===== src/rtl/tartaruga_pkg.sv =====
// Shared types for the tartaruga front end: bus words, fetch FSM states and
// the entry layout of the fetch response buffer.
package tartaruga_pkg;

    typedef logic [31:0] bus32_t;

    typedef enum logic [1:0] {
        RUN  = 2'd0,
        WAIT = 2'd1,
        KILL = 2'd2
    } fetch_state_t;

    typedef struct packed {
        bus32_t pc;
        bus32_t instr;
    } fetch_entry_t;

    localparam int unsigned FETCH_FIFO_DEPTH = 2;
    localparam bus32_t      FETCH_RESET_PC   = 32'h0000_0000;

    // Fetch addresses are word aligned; the low two bits are never honoured.
    function automatic bus32_t align_pc(input bus32_t pc);
        return {pc[31:2], 2'b00};
    endfunction

endpackage


===== src/rtl/fetch_fifo.sv =====
// Small synchronous FIFO of fetch entries with flush; pointers wrap naturally
// and occupancy is tracked by a separate counter so full and empty are exact.
module fetch_fifo
    import tartaruga_pkg::*;
#(
    parameter  int unsigned DEPTH = FETCH_FIFO_DEPTH,
    localparam int unsigned PW    = $clog2(DEPTH),
    localparam int unsigned CW    = PW + 1
) (
    input  logic         clk_i,
    input  logic         rstn_i,
    input  logic         push_i,
    input  fetch_entry_t push_data_i,
    input  logic         pop_i,
    input  logic         flush_i,
    output fetch_entry_t head_o,
    output logic         full_o,
    output logic         empty_o,
    output logic [CW-1:0] count_o
);

    fetch_entry_t  mem_q [DEPTH];
    fetch_entry_t  mem_d [DEPTH];
    logic [PW-1:0] wr_ptr_q, wr_ptr_d;
    logic [PW-1:0] rd_ptr_q, rd_ptr_d;
    logic [CW-1:0] count_q, count_d;
    logic          do_push, do_pop;

    assign full_o  = (count_q == CW'(DEPTH));
    assign empty_o = (count_q == '0);
    assign count_o = count_q;
    assign head_o  = mem_q[rd_ptr_q];

    // A push into a full buffer is only taken when the head leaves in the same cycle.
    assign do_pop  = pop_i && !empty_o;
    assign do_push = push_i && (!full_o || do_pop);

    always_comb begin
        mem_d    = mem_q;
        wr_ptr_d = wr_ptr_q;
        rd_ptr_d = rd_ptr_q;
        count_d  = count_q;
        if (flush_i) begin
            wr_ptr_d = '0;
            rd_ptr_d = '0;
            count_d  = '0;
        end else begin
            if (do_push) begin
                mem_d[wr_ptr_q] = push_data_i;
                wr_ptr_d        = wr_ptr_q + PW'(1);
            end
            if (do_pop) begin
                rd_ptr_d = rd_ptr_q + PW'(1);
            end
            count_d = count_q + CW'(do_push) - CW'(do_pop);
        end
    end

    always_ff @(posedge clk_i) begin
        if (!rstn_i) begin
            mem_q    <= '{default: '0};
            wr_ptr_q <= '0;
            rd_ptr_q <= '0;
            count_q  <= '0;
        end else begin
            mem_q    <= mem_d;
            wr_ptr_q <= wr_ptr_d;
            rd_ptr_q <= rd_ptr_d;
            count_q  <= count_d;
        end
    end

endmodule


===== src/rtl/fetch_ctrl.sv =====
// Fetch sequencer: issues sequential word addresses with one request in flight,
// buffers responses for decode and discards stale responses after a redirect.
module fetch_ctrl
    import tartaruga_pkg::*;
#(
    parameter bus32_t      RESET_PC   = FETCH_RESET_PC,
    parameter int unsigned FIFO_DEPTH = FETCH_FIFO_DEPTH
) (
    input  logic         clk_i,
    input  logic         rstn_i,
    input  logic         redirect_valid_i,
    input  bus32_t       redirect_pc_i,
    output logic         mem_req_valid_o,
    input  logic         mem_req_ready_i,
    output bus32_t       mem_pc_o,
    input  logic         mem_rsp_valid_i,
    output logic         mem_rsp_ready_o,
    input  bus32_t       mem_rsp_addr_i,
    input  bus32_t       mem_instr_i,
    output logic         fetch_valid_o,
    input  logic         fetch_ready_i,
    output bus32_t       fetch_pc_o,
    output bus32_t       fetch_instr_o,
    output fetch_state_t dbg_state_o
);

    // Handshakes: a transfer happens on a rising edge where valid and ready are
    // both high; valid never depends on ready of the same channel.
    localparam int unsigned CW = $clog2(FIFO_DEPTH) + 1;

    fetch_state_t  state_q, state_d;
    bus32_t        pc_q, pc_d;
    logic [CW-1:0] count;
    logic          fifo_full, fifo_empty;
    fetch_entry_t  head, rsp_entry;
    logic          push, pop, flush;
    logic          in_flight, credit;

    // Credit uses registered occupancy only, keeping fetch_ready_i off the request path.
    assign in_flight = (state_q != RUN);
    assign credit    = (32'(count) + 32'(in_flight)) < FIFO_DEPTH;

    assign rsp_entry.pc    = mem_rsp_addr_i;
    assign rsp_entry.instr = mem_instr_i;

    assign mem_pc_o        = pc_q;
    assign mem_rsp_ready_o = rstn_i;
    assign fetch_valid_o   = !fifo_empty && !redirect_valid_i;
    assign pop             = fetch_ready_i && !fifo_empty && !redirect_valid_i;
    assign fetch_pc_o      = fifo_empty ? '0 : head.pc;
    assign fetch_instr_o   = fifo_empty ? '0 : head.instr;
    assign dbg_state_o     = state_q;

    always_comb begin
        state_d         = state_q;
        pc_d            = pc_q;
        mem_req_valid_o = 1'b0;
        push            = 1'b0;
        flush           = 1'b0;
        if (redirect_valid_i) begin
            flush = 1'b1;
            pc_d  = align_pc(redirect_pc_i);
            if (state_q != RUN) begin
                state_d = mem_rsp_valid_i ? RUN : KILL;
            end
        end else begin
            case (state_q)
                RUN: begin
                    mem_req_valid_o = credit && rstn_i;
                    if (mem_req_valid_o && mem_req_ready_i) begin
                        state_d = WAIT;
                        pc_d    = pc_q + 32'd4;
                    end
                end
                WAIT: begin
                    if (mem_rsp_valid_i) begin
                        push    = 1'b1;
                        state_d = RUN;
                    end
                end
                KILL: begin
                    if (mem_rsp_valid_i) begin
                        state_d = RUN;
                    end
                end
                default: state_d = RUN;
            endcase
        end
    end

    always_ff @(posedge clk_i) begin
        if (!rstn_i) begin
            state_q <= RUN;
            pc_q    <= RESET_PC;
        end else begin
            state_q <= state_d;
            pc_q    <= pc_d;
        end
    end

    fetch_fifo #(
        .DEPTH (FIFO_DEPTH)
    ) u_fifo (
        .clk_i       (clk_i),
        .rstn_i      (rstn_i),
        .push_i      (push),
        .push_data_i (rsp_entry),
        .pop_i       (pop),
        .flush_i     (flush),
        .head_o      (head),
        .full_o      (fifo_full),
        .empty_o     (fifo_empty),
        .count_o     (count)
    );

`ifndef SYNTHESIS
    always_ff @(posedge clk_i) begin
        if (rstn_i) begin
            fetch_ctrl_unexpected_rsp: assert (!(state_q == RUN && mem_rsp_valid_i))
                else $error("fetch_ctrl: response received with no request in flight");
            fetch_ctrl_push_overflow: assert (!(push && fifo_full && !pop))
                else $error("fetch_ctrl: response pushed into a full buffer");
        end
    end
`endif

endmodule


===== config.mk =====
export PLATFORM = sky130hd
export DESIGN_NAME = fetch_ctrl
export DESIGN_NICKNAME = d
export VERILOG_FILES = /design/src/rtl/tartaruga_pkg.sv /design/src/rtl/fetch_fifo.sv /design/src/rtl/fetch_ctrl.sv
export SDC_FILE = /design/constraint.sdc
export NUM_CORES = 1
export LEC_CHECK = 0
export BUFFER_PORTS_ARGS = -buffer_cell sky130_fd_sc_hd__buf_2
export CAP_MARGIN = 10
export CORE_MARGIN = 10
export CORE_UTILIZATION = 54
export CTS_CLUSTER_DIAMETER = 60
export DETAILED_ROUTE_END_ITERATION = 16
export GPL_ROUTABILITY_DRIVEN = 0
export GPL_TIMING_DRIVEN = 0
export PLACE_DENSITY = 0.93
export REMOVE_ABC_BUFFERS = 1
export SYNTH_ARGS = -nofsm -noshare
export SYNTH_HDL_FRONTEND = slang
export SYNTH_SLANG_ARGS = --single-unit

===== constraint.sdc =====
create_clock -name clk_i -period 2.4 [get_ports clk_i]
set_input_delay 0.36 -clock clk_i [delete_from_list [all_inputs] [get_ports clk_i]]
set_output_delay 0.36 -clock clk_i [all_outputs]
set_load 0.005 [all_outputs]

* Word-level counts from Yosys, hierarchy flattened
Index checks and enable logic that the tools add are counted. W data, S select, Z words.
Storage, ports and cells: word-level logic and storage cells 77, bits in writable memories 0, ROM bits 0, bits in latches 0, register bits 166, input port bits 102, memories 0, output and inout port bits 101
Operators by class: divide/modulo/power cells 0, bitwise gates (word level) 4, multiplexer cells 23, shift-type cells 0, add/sub/neg operators 6, reductions and logical operators 24, eq/ne operators 6, multiply operators 0, order comparisons 4
Operator list (number):
- $mux W64 | 4
- $mux W32 | 5
- $bwmux W128 | 1
- $demux W64 S1 | 1
- $add A32 B3 Y32 const B | 1
- $mux W2 | 5
- $logic_and A1 B1 Y1 | 8
- $mux W1 | 6
- $reduce_and A2 Y1 | 3
- $reduce_bool A2 Y1 | 3
- $reduce_or A2 Y1 | 3
- $eq A2 B2 Y1 const B | 2
- $ge A2 B2 Y1 const B | 2
- $logic_not A2 Y1 | 2
- $not A1 Y2 | 2
- $pmux W2 S2 | 1
- $add A2 B1 Y3 | 1
- $logic_not A1 Y1 | 3
- $lt A3 B2 Y1 const B | 1
- $ne A3 B1 Y1 const B | 1
- $ne A3 B3 Y1 const B | 1
- $reduce_and A3 Y1 | 1
- $add A1 B1 Y1 const B | 2
- $add A2 B1 Y2 | 1
- other kinds (6) | 7

* Longest topological paths before layout
Gate-level depths: netlist of the first run.
word-level depth 9, depth in mapped cells 8, gate-level depth less buffers 6

* Cells and area by module
A second synthesis of the first run with hierarchy kept.
Unflattened totals: cell total of the unflattened synthesis 895, area total of the unflattened synthesis 8171.6 um^2
Modules (own cells, without submodules):
- fetch_fifo | sequential area each 2642.5 um^2, area each 5800.6 um^2, instances 1, cells each 584
- fetch_ctrl | sequential area each 640.6 um^2, area each 2371.0 um^2, instances 1, cells each 311

* Least setup slack after synthesis of the first run
No wires, ideal clock.
path kind input port to flip-flop, start point input redirect_valid_i, end point register u_fifo.count_q[1] (netlist: u_fifo.count_o[1]), stages 7, path slack 553 ps, arrival 1722 ps, library setup time 125 ps, path buffers 2, data required time 2275 ps, cell sequence buf_2 > clkbuf_1 > nor3b_1 > ha_1 > nor3_1 > xnor2_1 > nor2_1
Between the ends: word-level cells in the longest chain between the ends 7, elaborated cells between the ends (all ways) 10, classes of those cells add/sub (2); mux (2); reduce/logical (6)
Ends and longest elaborated chain:
- start: declaration | RTL line fetch_ctrl.sv:11 | input logic redirect_valid_i,
- $logic_not A1 Y1 * | RTL line fetch_ctrl.sv:49 | assign pop = fetch_ready_i && !fifo_empty && !redirect_valid_i;
- $logic_and A1 B1 Y1 * | RTL line fetch_ctrl.sv:49
- $logic_and A1 B1 Y1 * | RTL line fetch_fifo.sv:35 | assign do_pop = pop_i && !empty_o;
- named net u_fifo.do_pop | RTL line fetch_fifo.sv:27 | logic do_push, do_pop;
- $logic_or A1 B1 Y1 | RTL line fetch_fifo.sv:36 | assign do_push = push_i && (!full_o || do_pop);
- $logic_and A1 B1 Y1 | RTL line fetch_fifo.sv:36
- $add A2 B1 Y2 | RTL line fetch_fifo.sv:55 | count_d = count_q + CW'(do_push) - CW'(do_pop);
- $sub A2 B1 Y2 * | RTL line fetch_fifo.sv:55
- end signal: assignment | RTL line fetch_fifo.sv:69 | count_q <= count_d;
- end: declaration | RTL line fetch_fifo.sv:26 | logic [CW-1:0] count_q, count_d;
Mark *: on every way through the listed nets, which the timed path passes. The rest lies on a longest branch. A chain may end at the register's enable or synchronous reset.

* Worst setup path after layout of the first run
start point register u_fifo.rd_ptr_q, end point output fetch_instr_o[19]
Between the ends: word-level cells in the longest chain between the ends 5
Ends and longest elaborated chain:
- start: declaration | RTL line fetch_fifo.sv:25 | logic [PW-1:0] rd_ptr_q, rd_ptr_d;
- start signal: assignment | RTL line fetch_fifo.sv:68 | rd_ptr_q <= rd_ptr_d;
- $not A1 Y2 (not written as such) | RTL line fetch_fifo.sv:32 | assign head_o = mem_q[rd_ptr_q];
- $mux W64 (not written as such) (3 in a row) | RTL line fetch_fifo.sv:32
- $mux W32 | RTL line fetch_ctrl.sv:51 | assign fetch_instr_o = fifo_empty ? '0 : head.instr;
- end: declaration | RTL line fetch_ctrl.sv:23 | output bus32_t fetch_instr_o,
Every way passes these cells. The select of a mux whose other input is x is not followed.

==> results, run 1 <==
- The flow ran to the end, and the final reports show no timing, DRC or antenna violations.
- Entering global routing, the biggest net connects 101 pins.
- The initial utilization of the core area, before any placement, comes to 0.552.
- The floorplan step set the die height to 142 um.
- Setup violations remaining at the end of the flow were counted as 0.
- The normalized max-slew margin is 0.458.
- Sorting the synthesized cells by how often they occur yields sky130_fd_sc_hd__nand2_1 (273), sky130_fd_sc_hd__dfxtp_1 (164), sky130_fd_sc_hd__a21boi_0 (99).
- Of the post-synthesis cell area, the dominant cell type holds 0.409.
- The number of flops mapped to enable cells by yosys is 0.
- Compared with the post-synthesis result, the final layout area differs by 20.5%.
- The number of cells traversed by the worst register-to-register path is 5.
- The maximum buffer depth of the clock tree is 2.
- Wires add up to 22300 um.
- Setup repair after global routing left no endpoint under its margin.
- The share of the clock period used by the worst path after layout is 0.932.
- STA classifies the critical path startpoint as a flip-flop.
- The number of ports placed on the die boundary is 203.
- For flop-to-flop paths, the worst setup slack is 210 ps.
- The design draws 6.06 mW.
- The fraction of layout cells with a size suffix above 1 is 0.225.
- The cell sitting at the root of the clock tree is a sky130_fd_sc_hd__clkbuf_16.
- The initial antenna violation count is 1.
- The startpoint identified for the worst register-to-register timing path is u_fifo.count_o[1]$_SDFF_PP0_.
- TritonCTS built the clock tree.
- Clock tree synthesis found a total of 164 sinks.
- The number of antenna diodes in the final layout is 0.
- The cell area power density is 626 nW/um^2.
- Detailed routing inserted a total of 7581 vias.
- The clock-pin slew on the worst setup and hold paths is 70 ps.
- The peak supply drop is 443 uV.
- The floorplan has 44 rows.
- The number of global-route vias before repair is 7435.
- The count of mapped cells out of synthesis is 992.
- The count of state elements after synthesis is 164.
- The core region area is 14500 um^2.
- The number of levels in the clock H-tree is 4.
- The total global routing track utilization is 0.215.
- The quantity of I/O buffers inserted on ports is 198.
- The number of design-rule violations left by the first detailed-router iteration is 539.
- The arrival time at the worst endpoint is 1880 ps.
- The critical hold path startpoint is redirect_pc_i[2].
- The layout net count is 1251.
- The final number of hold-violating endpoints came to 0.
- The worst setup path is captured at an output port.
- The wire length of the first global-routing pass is 36300 um.
- The post-detailed-route count of antenna-violating nets is 0.
- During synthesis, Yosys emitted a total of 0 warnings.
- Summed over all cells, the static leakage comes to 3.52 nW.
- In the post-synthesis netlist, the biggest area contributors are sky130_fd_sc_hd__dfxtp_1 (41%), sky130_fd_sc_hd__nand2_1 (13%), sky130_fd_sc_hd__a21boi_0 (9.3%).
- The actual transition at the worst max-transition pin is 813 ps.
- The post-synthesis average cell area is 8.09 um^2.
- The maximum net fanout on the critical path is 46.
- The cell area after layout is 9670 um^2.
- The worst hold path terminates at mem_pc_o[2]$_SDFFE_PN0P_.
- After detailed placement, the total cell area comes to 9050 um^2.
- Counting flops with an async set or reset pin after synthesis yields a share of 0.
- The most repeated cell in the gate-level netlist after synthesis is sky130_fd_sc_hd__nand2_1.
- The distinct cell type count of the synthesized netlist is 61.
- After detailed routing, the number of vias per cell comes to 5.65.
- The cell area after synthesis is 8020 um^2.
- The horizontal extent of the die is 142 um.
- The worst hold path stage count is 2.
- For this run, design rule violations remaining after detail routing come to 0.
- The later pin in the worst-skew pair is clocked with a latency of 420 ps.
- The total of max-cap violations is 0.
- STA puts the critical path data required time at 2040 ps.
- The total overflow left after global routing is 0.
- The endpoint of the worst-slack reg-to-reg timing path is u_fifo.mem_q[77]$_SDFFE_PN0P_.
- Of the synthesized area, sequential elements account for 0.409.
- The HPWL after detailed placement is 15000 um.
- The class of the tightest hold or removal check is input pin to flip-flop.
- The most instantiated flip-flop cell in the synthesis netlist is sky130_fd_sc_hd__dfxtp_1.
- The post-detailed-route wirelength per cell is 16.6 um.
- The highest attainable clock frequency is 447 MHz.
- The first detailed-routing pass took 5 iterations.
- The total clock buffers created by CTS is 17.
- The worst path in the final design needs a cycle of 2240 ps, including I/O delays and setup.
- The critical setup path kind is flip-flop to output port.
- The worst clock skew on the final layout is 8.69 ps.
- Summed over all instances, the cell type with the most area after synthesis is sky130_fd_sc_hd__dfxtp_1.
- The number of slew-limit violations in the final report is 0.
- The die covers 20100 um^2.
-- layout by cell type (no fill, tap or decap), types with 3 or more instances in the layout --
cell type,n
sky130_fd_sc_hd__a211oi_1,3
sky130_fd_sc_hd__a21boi_0,99
sky130_fd_sc_hd__a21boi_1,30
sky130_fd_sc_hd__a21oi_1,10
sky130_fd_sc_hd__a31oi_1,8
sky130_fd_sc_hd__a32oi_1,3
sky130_fd_sc_hd__and2_2,3
sky130_fd_sc_hd__and3_1,8
sky130_fd_sc_hd__and4_1,6
sky130_fd_sc_hd__buf_12,3
sky130_fd_sc_hd__buf_16,3
sky130_fd_sc_hd__buf_2,197
sky130_fd_sc_hd__buf_4,3
sky130_fd_sc_hd__clkbuf_16,17
sky130_fd_sc_hd__clkinvlp_4,3
sky130_fd_sc_hd__dfxtp_1,163
sky130_fd_sc_hd__ha_1,4
sky130_fd_sc_hd__inv_1,4
sky130_fd_sc_hd__inv_6,4
sky130_fd_sc_hd__mux2i_1,64
sky130_fd_sc_hd__nand2_1,273
sky130_fd_sc_hd__nand2b_1,5
sky130_fd_sc_hd__nand3_1,25
sky130_fd_sc_hd__nand4_1,12
sky130_fd_sc_hd__nor2_1,76
sky130_fd_sc_hd__nor2b_1,3
sky130_fd_sc_hd__nor3_1,15
sky130_fd_sc_hd__nor3b_1,5
sky130_fd_sc_hd__nor4_1,4
sky130_fd_sc_hd__o211a_1,3
sky130_fd_sc_hd__o211ai_1,4
sky130_fd_sc_hd__o21ai_0,28
sky130_fd_sc_hd__o31ai_1,3
sky130_fd_sc_hd__or3_1,7
sky130_fd_sc_hd__or4_1,5
sky130_fd_sc_hd__xnor2_1,7
sky130_fd_sc_hd__xor2_1,4
-- worst max-delay path by stage --
stage	cells after the start	startpoint	endpoint
after floorplan	6	u_fifo.count_o[1]$_SDFF_PP0_	u_fifo.count_o[1]$_SDFF_PP0_
after global placement	6	u_fifo.count_o[1]$_SDFF_PP0_	u_fifo.count_o[1]$_SDFF_PP0_
after detailed placement	5	redirect_valid_i	mem_pc_o[27]$_SDFFE_PN0P_
after CTS	4	u_fifo.rd_ptr_q$_SDFFE_PP0P_	fetch_instr_o[19]
after global routing	4	u_fifo.count_o[1]$_SDFF_PP0_	u_fifo.mem_q[8]$_SDFFE_PN0P_
final	4	u_fifo.rd_ptr_q$_SDFFE_PP0P_	fetch_instr_o[19]
-- critical path, stage by stage, from the launching register on --
cell and delay [ps]:
sky130_fd_sc_hd__dfxtp_4 610, sky130_fd_sc_hd__buf_16 340, sky130_fd_sc_hd__mux2i_1 250, sky130_fd_sc_hd__nor2_1 80, sky130_fd_sc_hd__buf_2 140
-- sequential cells by signal, summed over array words and instances (netlist names) --
| register | cells |
|---|---|
| u_fifo.rd_ptr_q | 1 |
| dbg_state_o | 2 |
| u_fifo.count_o | 2 |
| u_fifo.mem_q | 128 |
| mem_pc_o | 30 |
| u_fifo.wr_ptr_q | 1 |
-- through the flow --
step / instances / setup TNS [ps] / setup WS, ps / util / hold WS (ps)
global placement: 1299 / -333600 / -2950 / 0.609 / 440
detailed placement: 1307 / -6760 / -488 / 0.622 / 446
floorplan: 917 / -45510 / -1190 / - / 434
finish: 1342 / 0 / 162 / 0.665 / 151
CTS: 1342 / 0 / 138 / 0.665 / 132
global route: 1342 / 0 / 73.6 / 0.665 / 143
-- power by group --
part           switching, mW  internal [mW]
clock                   1.18           1.59
sequential            0.0686           2.78
combinational          0.234          0.202
-- cell type report --
class | count | area [um^2]
fillers | 1193 | 4860
multi-input cells | 749 | 4350
flip-flops and latches | 164 | 3290
repair buffers | 208 | 1180
clock buffers | 18 | 439
well taps | 184 | 230
clock inverters | 14 | 163
inverters | 5 | 20.0
-- routing by layer --
metal,vias to the layer above,GRT usage,routed length (um)
met4,2,0.0828,495
met5,-,0,18
met1,3523,0.258,9190
met2,323,0.343,10400
met3,47,0.0784,2270
li1,3686,-,-
-- logic make-up (layout without fill, tap and decap cells) --
kind of cell,count (synthesis),after routing,share of synthesized area
other,1,2,0.000467
AO/OA/AOI/OAI,199,199,0.176
buffers and inverters,81,245,0.0519
adder cells (fa/ha/maj),4,4,0.00624
XOR/XNOR,11,11,0.0120
flip-flops,164,164,0.409
AND/OR/NAND/NOR,468,469,0.265
multiplexers,64,64,0.0798
-- what timing repair did --
action                                  in CTS  in global routing
buffers inserted                             2                  0
hold buffers                                 0                  0
resized for setup                            1                  0
endpoints found under the setup margin      25                  0
Power figures use the tool's default switching activity.
==> run 2, diff against run 1 <==
CORE_ASPECT_RATIO = 1.5   (was default)
PLACE_DENSITY = default   (was 0.93)
PLACE_DENSITY_LB_ADDON = 0.05   (was default)
==> run 2 against run 1 <==
Compared with the run above: total power fell by 3.3%; fmax is 0.66% lower; global-route usage fell by 0.31 points; final cell count grew 1.1%; utilization fell by 0.27 points; clock power down 7%; register-to-register slack better by 20 ps; first-iteration DRC count decreased by 9.5%; setup slack worse by 15 ps; routed wire length barely moved; critical endpoint is now mem_req_valid_o; largest cell class unchanged; largest power group unchanged.
==> results, run 2 (synthesis results as in run 1) <==
- The cell area power density is 605 nW/um^2.
- For this block, the routed nets add up to 22300 um of wire.
- For this run, global-route usage on met1 was measured as 0.235.
- For this run, global-route usage on met3 was measured as 0.0663.
- The initial core utilization is 0.550.
- The worst path buffer plus inverter count is 3.
- The quantity of I/O buffers inserted on ports is 198.
- Relative to the synthesized area, the layout overhead comes to 20.6%.
- STA puts the critical path data arrival time at 1890 ps.
- The end-of-flow core utilization is 0.663.
- The count of standard-cell rows is 54.
- For the pin with the worst max-slew slack, the measured transition is 841 ps.
- The maximum number of pins on one net before global-route repair is 97.
- In the final layout, the share of cells above drive strength 1 is 0.224.
- The number of design-rule violations left by the first detailed-router iteration is 488.
- The met2 usage is 0.374.
- The final number of hold-violating endpoints is 0.
- Setup repair after global routing left no endpoint under its margin.
- The critical setup path kind is input pin to output port.
- The worst-case IR drop observed on VDD is 322 uV.
- In this run the clock root is driven by a sky130_fd_sc_hd__clkbuf_16.
- The smallest hold slack is 164 ps.
- Leaving out fill and tap cells, the most frequent cell in the layout is sky130_fd_sc_hd__nand2_1.
- In the routed layout, each cell is associated on average with a via count of 5.39.
- Max-cap violations in this run came to 0.
- The floorplan step set the die height to 169 um.
- Measured against its own limit, the worst slew margin works out to 0.439.
- The run finished with clean final reports.
- Across all setup checks in the final design, the least slack found is 147 ps.
- The worst setup path is captured at an output port.
- OpenSTA, run right after detailed placement, puts the worst setup slack at -719 ps.
- The clock reaches the later pin of the worst-skew pair after 420 ps.
- Across every metal layer, demand over resource in global routing totals 0.212.
- The final layout contains 1253 nets.
- The clock-pin slew on the worst setup and hold paths is 70 ps.
- The routed design could run at a clock period as short as 2250 ps.
- The number of vias after detailed routing is 7313.
- The highest attainable clock frequency is 444 MHz.
- The share of the clock period used by the worst path after layout is 0.939.
- Summed over all cells, the static leakage comes to 3.51 nW.
- The class of the tightest hold or removal check is input pin to flip-flop.
- The total of hold buffers inserted after clock tree synthesis is 0.
- The register with the most flip-flops in the layout has 128 of them.
- The post-detailed-route count of antenna-violating nets is 0.
- The number of levels in the clock H-tree is 4.
- The critical path goes through buf_6, buf_16, nand2b_1, nor3b_1, buf_2.
- The number of slew-limit violations in the final report was 0.
- The total clock buffers created by CTS is 17.
- On the critical path the largest part of the delay comes from buffers and inverters.
- The core region area is 14600 um^2.
- For the final database, setup skew stands at 14.6 ps.
- Setup violations remaining at the end of the flow were counted as 0.
- The wire length of the first global-routing pass is 35700 um.
- Adding up every negative setup slack in the final design gives 0 ps.
- After detailed routing, the number of remaining DRC violations is 0.
- CTS saw 164 sinks.
- The floorplan die area is 20200 um^2.
- In this run the deepest clock path goes through 2 buffers.
- Pin placement for this block handled 203 I/O pins.
- The highest-delay cell along the critical path is sky130_fd_sc_hd__buf_6.
- Counting flops per register, the top entry is u_fifo.mem_q.
- The post-detailed-route wirelength per cell is 16.4 um.
- In the layout the commonest cells are sky130_fd_sc_hd__nand2_1 (273), sky130_fd_sc_hd__buf_2 (197), sky130_fd_sc_hd__dfxtp_1 (163).
- The initial antenna violation count is 2.
- Detailed placement finished with a half-perimeter wire length of 14900 um.
- The number of global-route vias before repair was 7216.
- The maximum net fanout on the critical path is 96.
- The TritonCTS clock tree is yes.
- The horizontal extent of the die is 120 um.
- The global-route layer with the greatest usage is met2.
- Before antenna repair, the detailed router went through 4 iterations.
- STA classifies the critical path startpoint as an input pin.
- The critical path's largest stage delay is 380 ps.
- The endpoint required time on the critical path is 2040 ps.
- After global routing the overflow that remains totals 0.
run 2: cell count changes in the layout (fill, tap and decap cells not counted):
cell                        before  now
sky130_fd_sc_hd__diode_2         0    2
sky130_fd_sc_hd__inv_8           2    0
sky130_fd_sc_hd__buf_6           0    1
sky130_fd_sc_hd__buf_8           2    3
sky130_fd_sc_hd__bufinv_16       2    1
sky130_fd_sc_hd__clkbuf_1        0    1
sky130_fd_sc_hd__clkbuf_8        1    0
sky130_fd_sc_hd__clkinv_2        2    3
sky130_fd_sc_hd__inv_6           4    5
sky130_fd_sc_hd__or3_2           1    0
sky130_fd_sc_hd__or3_4           0    1
run 2: final cells by class:
class / count / area, um^2
Fill cell: 1380 / 4920
Tap cell: 196 / 245
Antenna cell: 2 / 5.00
Clock inverter: 13 / 124
Timing Repair Buffer: 210 / 1210
Inverter: 5 / 20.0
Multi-Input combinational cell: 749 / 4350
Clock buffer: 18 / 429
Sequential cell: 164 / 3290
run 2: stage by stage:
| step | power (mW) | std cells | instance area, um^2 |
|---|---|---|---|
| 6_report | 5.85 | 1357 | 9670 |
| 5_1_grt | 6.09 | 1355 | 9670 |
| 4_1_cts | 5.90 | 1354 | 9640 |
| 3_5_place_dp | 3.34 | 1319 | 9050 |
| 3_3_place_gp | 3.33 | 1311 | 8860 |
| 2_1_floorplan | 3.08 | 917 | 7630 |
run 2: path summary, 6_finish.rpt:
| check | startpoint | endpoint | slack (ps) | cells past startpoint |
|---|---|---|---|---|
| setup reg to reg | u_fifo.count_o[1]$_SDFF_PP0_ | u_fifo.mem_q[12]$_SDFFE_PN0P_ | 230 | 4 |
| hold reg to reg | u_fifo.mem_q[119]$_SDFFE_PN0P_ | u_fifo.mem_q[119]$_SDFFE_PN0P_ | 450 | 2 |
| hold / removal | redirect_pc_i[2] | mem_pc_o[2]$_SDFFE_PN0P_ | 160 | 2 |
| setup / recovery | rstn_i | mem_req_valid_o | 150 | 5 |
run 2: per-layer routing:
layer	up-vias	share of wire
met1	3424	0.42
met5	-	0
met3	19	0.061
met2	190	0.51
li1	3680	-
met4	0	0.017
run 2: what timing repair did:
action | CTS | global route
hold endpoints to repair | 0 | 0
gates resized for setup | 2 | 1
setup endpoints to repair | 37 | 14
buffers inserted | 3 | 1
gates cloned | 1 | 0
pin swaps | 2 | 0
run 2: power breakdown:
part           leakage [nW]  total [mW]  internal [mW]  switching [mW]
sequential             1.33        2.85           2.78          0.0697
combinational          1.92       0.427          0.202           0.225
clock                 0.264        2.58           1.44            1.14
==> run 3, diff against run 2 <==
CORE_UTILIZATION = 55   (was 54)
CTS_BUF_LIST = sky130_fd_sc_hd__clkbuf_8   (was default)
==> run 3 against run 2 <==
Compared with the run above: critical path depth is 1 lower; clock skew is 2.9 ps higher; sequential cell count stayed put; critical endpoint is now fetch_pc_o[0].
==> results, run 3 (synthesis results as in run 1) <==
- The critical path's largest stage delay is 630 ps.
- The number of global-route vias before repair was 7344.
- Counting tap cells, the placed design contains a total of 1320 instances.
- Entering global routing, the biggest net connects 93 pins.
- The critical setup path kind is flip-flop to output port.
- The class of the tightest hold or removal check is input pin to flip-flop.
- The highest-delay cell along the critical path is sky130_fd_sc_hd__dfxtp_4.
- The worst setup path is launched from a flip-flop.
- The number of slew-limit violations in the final report is 0.
- For this block, the routed nets add up to 21900 um of wire.
- The worst path buffer plus inverter count is 2.
- The worst hold path stage count is 2.
- In the final layout, the share of cells above drive strength 1 is 0.225.
- Across all setup checks in the final design, the least slack found is 132 ps.
- The flow ran to the end, and the final reports show no timing, DRC or antenna violations.
- The initial antenna violation count came to 5.
- The maximum net fanout on the critical path is 44.
- Using the TritonRoute via totals, the vias-per-cell ratio works out to 5.41.
- The core region area is 14500 um^2.
- Clock-pin slew was measured on the worst setup and hold paths at 90 ps.
- Traced cell by cell, the critical path runs through buf_16, mux2i_1, nor2_1, buf_2.
- The total global routing track utilization is 0.216.
- The DRC violation count after routing is 0.
- The clock root buffer is sky130_fd_sc_hd__clkbuf_8.
- The floorplan die area is 19900 um^2.
- The count of standard-cell rows is 54.
- Before CTS, the worst setup slack after placement is -574 ps.
- Setup violations remaining at the end of the flow were counted as 0.
- During placement, the flow inserted port buffers numbering 198.
- Static timing analysis puts the maximum clock frequency at 441 MHz.
- The startpoint identified for the worst register-to-register timing path is dbg_state_o[1]$_SDFFE_PN0P_.
- At the worst endpoint, the arrival time is 1910 ps.
- The worst clock skew on the final layout is 17.5 ps.
- Of the available clock period, the critical path in the final layout requires 0.945.
- The layout net count is 1254.
- Measured along the y axis, the die boundary spans 168 um.
- The worst-case IR drop observed on VDD is 342 uV.
- The flip-flop count of the largest register, all copies and words added is 128.
- The post-detailed-route count of antenna-violating nets is 0.
- The post-detailed-route wirelength per cell is 16.1 um.
- The H-tree was split into 4 levels.
- In this run the cell area measured after placement is 9100 um^2.
- In this run the worst setup path terminates at fetch_pc_o[0].
- The number of vias after detailed routing is 7355.
- The cell area after layout is 9540 um^2.
- The number of ports placed on the die boundary is 203.
- The design draws 5.27 mW.
- The number of clock sinks is 164.
- The worst register-to-register path ends at u_fifo.mem_q[127]$_SDFFE_PN0P_.
- The final number of hold-violating endpoints came to 0.
- The wire length of the first global-routing pass is 36200 um.
- The cell area power density is 552 nW/um^2.
- The detailed placer's ending HPWL is 15000 um.
- In the layout the commonest cells are sky130_fd_sc_hd__nand2_1 (273), sky130_fd_sc_hd__buf_2 (197), sky130_fd_sc_hd__dfxtp_1 (163).
- Headroom to the max-slew limit came out at 0.436.
- The kind of cell with the highest combined delay on the critical path is flip-flops.
- Setup repair after global routing left no endpoint under its margin.
- The horizontal extent of the die is 119 um.
- The initial core utilization is 0.555.
- The sum of overflow across all layers after global routing is 0.
- The number of cells traversed by the worst register-to-register path is 7.
- For this run, the share of the core covered by cells in the final layout is 0.660.
- The logic depth of the worst path, buffers included is 4.
- The total clock buffers created by CTS is 17.
- No sink is reached through more buffers than the 2 on the longest clock path.
- The tool flagged a number of max-cap violations equal to 0.
- The area growth from synthesis to layout is 19.0%.
- After the first detailed-routing iteration, the DRC count stood at 529.
- The critical path starts at u_fifo.rd_ptr_q$_SDFFE_PP0P_.
- The nature of the critical path endpoint is an output port.
- The TritonCTS clock tree is yes.
- The reported leakage power is 3.47 nW.
- For this run, the detailed router's first-pass iteration total came to 5.
- Counting flops per register, the top entry is u_fifo.mem_q.
- The endpoint required time on the critical path is 2040 ps.
- The most common cell after layout, fill and taps aside is sky130_fd_sc_hd__nand2_1.
- For the pin with the worst max-slew slack, the measured transition is 845 ps.
- The count of cells in the finished layout, fillers not included, comes to 1360.
- Fill cells in the final layout number 1364.
- The final total negative setup slack is 0 ps.
- The clock reaches the later pin of the worst-skew pair after 440 ps.
- The clock period minus final worst setup slack is 2270 ps.
- The smallest hold slack is 134 ps.
- Across all register-to-register paths, the minimum setup slack is 230 ps.
==> run 3: worst min-delay path by stage <==
stage	start	endpoint	slack [ps]
2_1_floorplan	u_fifo.mem_q[100]$_SDFFE_PN0P_	u_fifo.mem_q[100]$_SDFFE_PN0P_	430
3_3_place_gp	u_fifo.mem_q[91]$_SDFFE_PN0P_	u_fifo.mem_q[91]$_SDFFE_PN0P_	440
3_5_place_dp	u_fifo.mem_q[91]$_SDFFE_PN0P_	u_fifo.mem_q[91]$_SDFFE_PN0P_	440
4_1_cts	redirect_pc_i[2]	mem_pc_o[2]$_SDFFE_PN0P_	110
5_1_grt	redirect_pc_i[2]	mem_pc_o[2]$_SDFFE_PN0P_	110
6_report	redirect_pc_i[2]	mem_pc_o[2]$_SDFFE_PN0P_	130
==> run 3: final cells by class <==
type | count | area (um^2) | area share
Clock inverter | 15 | 156 | 0.0164
Inverter | 5 | 20.0 | 0.00210
Clock buffer | 17 | 234 | 0.0245
Multi-Input combinational cell | 748 | 4350 | 0.456
Sequential cell | 164 | 3290 | 0.344
Tap cell | 196 | 245 | 0.0257
Timing Repair Buffer | 212 | 1250 | 0.131
Antenna cell | 3 | 7.51 | 0.000787
==> run 3: routing by layer <==
metal	global-route usage	share of wire	wire [um]
met1	0.243	0.42	9150
met2	0.383	0.51	11100
met3	0.0583	0.056	1230
met4	0.0714	0.016	352
met5	0	0.00082	18
==> run 3: repair_timing <==
| action | 4_1_cts | 5_1_grt |
|---|---|---|
| setup endpoints to repair | 7 | 5 |
| gates resized for setup | 1 | 1 |
| hold buffers | 0 | 0 |
| pin swaps | 1 | 1 |
| gates cloned | 0 | 0 |
| hold endpoints to repair | 0 | 0 |
| setup buffers | 3 | 2 |
==> run 3: where the power goes <==
| group | internal (mW) | leakage, nW | switching (mW) |
|---|---|---|---|
| clock network | 0.936 | 0.202 | 1.06 |
| logic | 0.205 | 1.94 | 0.229 |
| registers | 2.78 | 1.33 | 0.0683 |
| total | 3.92 | 3.47 | 1.35 |
